## config.mk

```make
export PLATFORM = sky130hd
export DESIGN_NAME = tff_counter_sequencer
export DESIGN_NICKNAME = d
export VERILOG_FILES = /design/src/rtl/tff_seq_pkg.sv /design/src/rtl/tff_cell.sv /design/src/rtl/tff_counter_sequencer.sv
export SDC_FILE = /design/constraint.sdc
export NUM_CORES = 1
export LEC_CHECK = 0
export CORE_MARGIN = 2
export CORE_UTILIZATION = 59
export CTS_BUF_LIST = sky130_fd_sc_hd__clkbuf_2 sky130_fd_sc_hd__clkbuf_4 sky130_fd_sc_hd__clkbuf_8
export DETAILED_ROUTE_END_ITERATION = 8
export GPL_ROUTABILITY_DRIVEN = 0
export HOLD_SLACK_MARGIN = 0.03
export PLACE_DENSITY = 0.87
export SLEW_MARGIN = 30
export SYNTH_ARGS = -nofsm -noshare
export SYNTH_HDL_FRONTEND = slang
export SYNTH_HIERARCHICAL = 1
export SYNTH_SLANG_ARGS = --single-unit
```

## constraint.sdc

```tcl
create_clock -name clk -period 3.65 [get_ports clk]
set_clock_uncertainty 0.05 [all_clocks]
set_input_delay 0.73 -clock clk [delete_from_list [all_inputs] [get_ports clk]]
set_output_delay 0.73 -clock clk [all_outputs]
set_load 0.01 [all_outputs]
```

## src/rtl/tff_seq_pkg.sv

```systemverilog
// Shared types for the T flip-flop counter sequencer.
// Holds the 2-bit FSM state encoding used by tff_counter_sequencer.
package tff_seq_pkg;

  localparam int ST_W = 2;

  typedef enum logic [ST_W-1:0] {
    IDLE = 2'd0,
    RUN  = 2'd1,
    HOLD = 2'd2,
    DONE = 2'd3
  } state_t;

endpackage

```

## src/rtl/tff_cell.sv

```systemverilog
// Single posedge T flip-flop with asynchronous active-low reset to 0.
// One instance per count bit; the sequencer only ever drives its toggle input.
module tff_cell (
  input  logic clk,
  input  logic reset_async,
  input  logic t,
  output logic q
);

  // Toggle the stored bit whenever t is high, clear it on reset.
  always_ff @(posedge clk or negedge reset_async) begin
    if (!reset_async) begin
      q <= 1'b0;
    end else if (t) begin
      q <= ~q;
    end
  end

endmodule

```

## src/rtl/tff_counter_sequencer.sv

```systemverilog
// Counter sequencer driving a bank of WIDTH T flip-flops.
// The bank holds the count; this module only computes the per-bit toggle
// vector (t_vec = count ^ next_count) plus the FSM, latches and pulses.
// Optional build macro: TFF_SEQ_SHADOW_CHECK_EN adds a binary shadow of the
// expected count and a sticky chk_err flag on any divergence.
module tff_counter_sequencer
  import tff_seq_pkg::*;
#(
  parameter int WIDTH = 4
) (
  input  logic             clk,
  input  logic             reset_async,
  input  logic             start,
  input  logic             stop,
  input  logic             dir_up,
  input  logic [WIDTH-1:0] cnt_max,
  input  logic             oneshot,
  output logic [WIDTH-1:0] count,
  output logic             busy,
  output logic             wrap,
  output logic             done,
  output logic             chk_err
);

  localparam logic [WIDTH-1:0] ONE = WIDTH'(1);

  state_t           state_reg;
  logic             dir_l_reg;
  logic [WIDTH-1:0] max_l_reg;
  logic             one_l_reg;
  logic             busy_reg;
  logic             wrap_reg;
  logic             done_reg;

  logic [WIDTH-1:0] count_next;
  logic [WIDTH-1:0] t_vec;
  logic             load_go;
  logic             terminal;

  // T-FF bank: each bit toggles where the next count differs from the present one.
  genvar gi;
  generate
    for (gi = 0; gi < WIDTH; gi++) begin : g_cell
      tff_cell u_cell (
        .clk         (clk),
        .reset_async (reset_async),
        .t           (t_vec[gi]),
        .q           (count[gi])
      );
    end
  endgenerate

  // Next count: load on start from IDLE, step/wrap in RUN, hold everywhere else.
  always_comb begin
    count_next = count;
    load_go    = (state_reg == IDLE) && start && !stop;
    // Terminal compare wins over plain stepping (covers max_l == 0).
    terminal   = dir_l_reg ? (count == max_l_reg) : (count == '0);
    case (state_reg)
      IDLE: begin
        if (load_go) begin
          count_next = dir_up ? '0 : cnt_max;
        end
      end
      RUN: begin
        if (!stop) begin
          if (terminal) begin
            if (!one_l_reg) begin
              count_next = dir_l_reg ? '0 : max_l_reg;
            end
          end else begin
            count_next = dir_l_reg ? (count + ONE) : (count - ONE);
          end
        end
      end
      default: count_next = count;
    endcase
    t_vec = count ^ count_next;
  end

  // FSM with latched configuration and registered busy/wrap/done outputs.
  always_ff @(posedge clk or negedge reset_async) begin
    if (!reset_async) begin
      state_reg <= IDLE;
      dir_l_reg <= 1'b0;
      max_l_reg <= '0;
      one_l_reg <= 1'b0;
      busy_reg  <= 1'b0;
      wrap_reg  <= 1'b0;
      done_reg  <= 1'b0;
    end else begin
      wrap_reg <= 1'b0;
      done_reg <= 1'b0;
      case (state_reg)
        IDLE: begin
          if (load_go) begin
            dir_l_reg <= dir_up;
            max_l_reg <= cnt_max;
            one_l_reg <= oneshot;
            state_reg <= RUN;
            busy_reg  <= 1'b1;
          end
        end
        RUN: begin
          if (stop) begin
            state_reg <= HOLD;
          end else if (terminal) begin
            if (one_l_reg) begin
              state_reg <= DONE;
              busy_reg  <= 1'b0;
              done_reg  <= 1'b1;
            end else begin
              wrap_reg <= 1'b1;
            end
          end
        end
        HOLD: begin
          if (stop) begin
            state_reg <= IDLE;
            busy_reg  <= 1'b0;
          end else if (start) begin
            state_reg <= RUN;
          end
        end
        DONE: begin
          state_reg <= IDLE;
        end
        default: state_reg <= IDLE;
      endcase
    end
  end

  assign busy = busy_reg;
  assign wrap = wrap_reg;
  assign done = done_reg;

`ifdef TFF_SEQ_SHADOW_CHECK_EN
  logic [WIDTH-1:0] shadow_reg;
  logic             chk_err_reg;

  // Binary shadow of the intended count; flag sticks on the first divergence.
  always_ff @(posedge clk or negedge reset_async) begin
    if (!reset_async) begin
      shadow_reg  <= '0;
      chk_err_reg <= 1'b0;
    end else begin
      shadow_reg <= count_next;
      if (count != shadow_reg) begin
        chk_err_reg <= 1'b1;
      end
    end
  end

  assign chk_err = chk_err_reg;
`else
  assign chk_err = 1'b0;
`endif

endmodule

```

==> impl_metrics.csv <==
group,metric,value,unit
detailed_routing,drt-initial-drc-count,19,
detailed_routing,drc,0,
floorplan,initial_core_util,64.61,%
power_and_ir_drop,ir_drop,0.0006101,V
clock_tree,clock_latency,0.28,ns
detailed_routing,ant_nets,0,
floorplan,die_x,47.96,um
sta,slew_headroom,53.63,%
worst_setup_path,slowest_delay,0.55,ns
min_path,hold_start,"busy",
global_routing,grt_remaining_overflow,0,
finish,final_common_cell,"clkdlybuf4s50_1",
logic_synthesis,ys.flop_type,"dfrtp_1",
min_path,min_delay_path_depth,2,
detailed_routing,dr_wl_met2,1.096,mm
sta,setup_viol,0,
clock_tree,cts_tree,"done",
floorplan,die-height,47.96,um
worst_setup_path,cp_cell_sequence,"clkdlybuf4s50_1, nand3b_2, nor2_1, nand2_1, and3_1, a211oi_1, xor2_1",
clock_tree,clk_pin_slew,0.09,ns
logic_synthesis,seq_area_frac_synth,32.93,%
min_path,hp-class,"register to register",
clock_tree,postCtsResizedCells,0,
finish,drive_gt1_share,14.93,%
floorplan,core,0.001764,mm2
worst_setup_path,crit_family,"simple AND/OR/NAND/NOR gates",
worst_setup_path,path_max_fanout,10,
logic_synthesis,syn_inst,118,
global_routing,antenna_found_initial,0,
logic_synthesis,syn-num-nets,135,
logic_synthesis,syn_area,0.001140,mm2
detailed_routing,dr_wl_met3,94,um
worst_setup_path,critPathRequiredTime,3.81,ns
clock_tree,clock_sinks,15,
power_and_ir_drop,p_leak,0.5915,nW
sta,fin_crit,2.469,ns
detailed_routing,vias_per_cell,5.679,
sta,setup_ws,1.181,ns
min_path,hold_end,"busy",
finish,areaGrowthSynthToFinish,16.14,%
detailed_routing,wirelength,2.329,mm
detailed_routing,maxUsedRoutingLayer,"met4",
clock_tree,cts_hold_buf,0,
clock_tree,cts_buffer_depth,2,
detailed_routing,firstDrtPassIters,4,
floorplan,dieArea,0.002300,mm2
sta,timing.final.crit_share,67.65,%
sta,rsz0062_at_grt,"false",
clock_tree,postCtsSetupRepairBufs,0,
detailed_routing,wl_per_cell,14.65,um
worst_setup_path,r2r-start,"dir_l_reg",
sta,worstMarginPinSlew,0.6934,ns
detailed_routing,m1WireLength,1.111,mm
sta,timing.setup.tns,0,ns
floorplan,ioPinCount,18,
worst_setup_path,reg2reg_slack,1.25,ns
placed_design,port-buffer-count,16,
logic_synthesis,avgSynthCellArea,9.660,um2
power_and_ir_drop,cellPowerDensity,893.7,mW/mm2
global_routing,grt_max_degree,16,
placed_design,place_worst_setup_slack,0.9088,ns
worst_setup_path,crit_cells,7,
logic_synthesis,synth_edf_count,0,
worst_setup_path,cp-start-kind,"input pin",
worst_setup_path,critPathSlowestCell,"clkdlybuf4s50_1",
logic_synthesis,synth.top_cell.area_share,32.93,%
floorplan,num_rows,15,
worst_setup_path,r2r-end,"g_cell[3].u_cell/q",
logic_synthesis,ys_warn_count,6,
logic_synthesis,synthArstFlopShare,100.0,%
logic_synthesis,yosysTopAreaCell,"dfrtp_1",
sta,hold_viol_final,0,
clock_tree,numCtsBuffers,3,
worst_setup_path,cp-end-kind,"register",
outcome,outcome,"finished, final reports clean",
clock_tree,cts_root_buf,"clkbuf_4",
worst_setup_path,path_class,"input pin to register",
logic_synthesis,synth_cell_types,41,
sta,slew_viol_final,0,
logic_synthesis,ys_ff_latch,15,
global_routing,grt_pass1_wl,3.774,mm
worst_setup_path,r2r_cells,9,
global_routing,gr-usage-all-layers,23.93,%
sta,fmax,0.4050,GHz
finish,layout_common_cells,"clkdlybuf4s50_1 (16), dfrtp_1 (15), nand2_1 (13), inv_1 (9), xor2_1 (8)",
flow_run,max-cap-violations,0,
placed_design,place_hpwl,1.821,mm
finish,insertedDiodeCount,0,
worst_setup_path,arrival,2.63,ns
global_routing,grt_pass1_vias,877,
finish,final_nets,152,
clock_tree,htree_levels,1,
logic_synthesis,ys_top_cells_by_area,"dfrtp_1 (33%), ha_1 (6.6%), xor2_1 (6.1%)",
worst_setup_path,crit_buf_inv,1,
detailed_routing,vias,903,
-- stage by stage --
stage | hold WS, ns | utilization [%] | cell area (um2) | power, mW | std cells
2_1_floorplan | 0.3844 | - | 1140 | 0.9009 | 118
3_3_place_gp | 0.4588 | 73.33 | 1294 | 1.051 | 155
3_5_place_dp | 0.4732 | 73.33 | 1294 | 1.084 | 155
4_1_cts | 0.4870 | 75.04 | 1324 | 1.187 | 159
5_1_grt | 0.5199 | 75.04 | 1324 | 1.280 | 159
6_report | 0.4825 | 75.04 | 1324 | 1.183 | 159
-- worst min-delay path: cells and delay by family, from the launching register on --
family / cells / cell delay (ns)
flip-flops: 1 / 0.39
buffers and inverters: 1 / 0.05
multiplexers: 1 / 0.05
-- layer usage --
| metal | vias up | GRT usage, % |
|---|---|---|
| li1 | 441 | - |
| met1 | 431 | 29.38 |
| met5 | - | 0 |
| met2 | 27 | 41.60 |
| met4 | 0 | 10.27 |
| met3 | 4 | 3.396 |
-- cells by family after synthesis --
logic type                 count (synthesis)  synth area share (%)
DFF                                       15                 32.93
xor gates and xnor gates                  11                 8.453
buffers and inverters                     13                 6.257
adders and majority gates                  7                 8.342
other                                      1                0.3290
AOI/OAI and AO/OA                         27                 16.58
muxes                                     11                 10.21
and+or+nand+nor                           33                 16.90
-- cell usage after synthesis (2+ instances only) --
cell,instances
a21oi_1,5
a22oi_1,2
a31oi_1,2
and3_1,2
buf_6,2
dfrtp_1,15
ha_1,6
inv_1,9
mux2_2,5
mux2i_1,6
nand2_1,13
nor2_1,5
nor3_1,3
o21ai_0,7
xnor2_1,3
xor2_1,8
-- how the worst max path moves through the flow --
stage	to	slack (ns)	start
2_1_floorplan	g_cell[3].u_cell/q	1.50	g_cell[1].u_cell/q
3_3_place_gp	g_cell[0].u_cell/q	1.02	stop
3_5_place_dp	g_cell[0].u_cell/q	0.91	stop
4_1_cts	g_cell[0].u_cell/q	1.20	stop
5_1_grt	g_cell[0].u_cell/q	1.01	stop
6_report	g_cell[0].u_cell/q	1.18	stop
-- where the power goes --
part,switching [mW],internal [mW]
Sequential,0.133,0.242
Clock,0.0517,0.0499
Combinational,0.359,0.347
-- cell type report --
class	count	area [um2]
Multi-Input combinational cell	90	693.2
Tap cell	25	31.28
Inverter	9	33.78
Clock buffer	4	30.03
Sequential cell	15	375.4
Fill cell	153	440.4
Timing Repair Buffer	16	160.2
(Power assumes the default switching activity.)
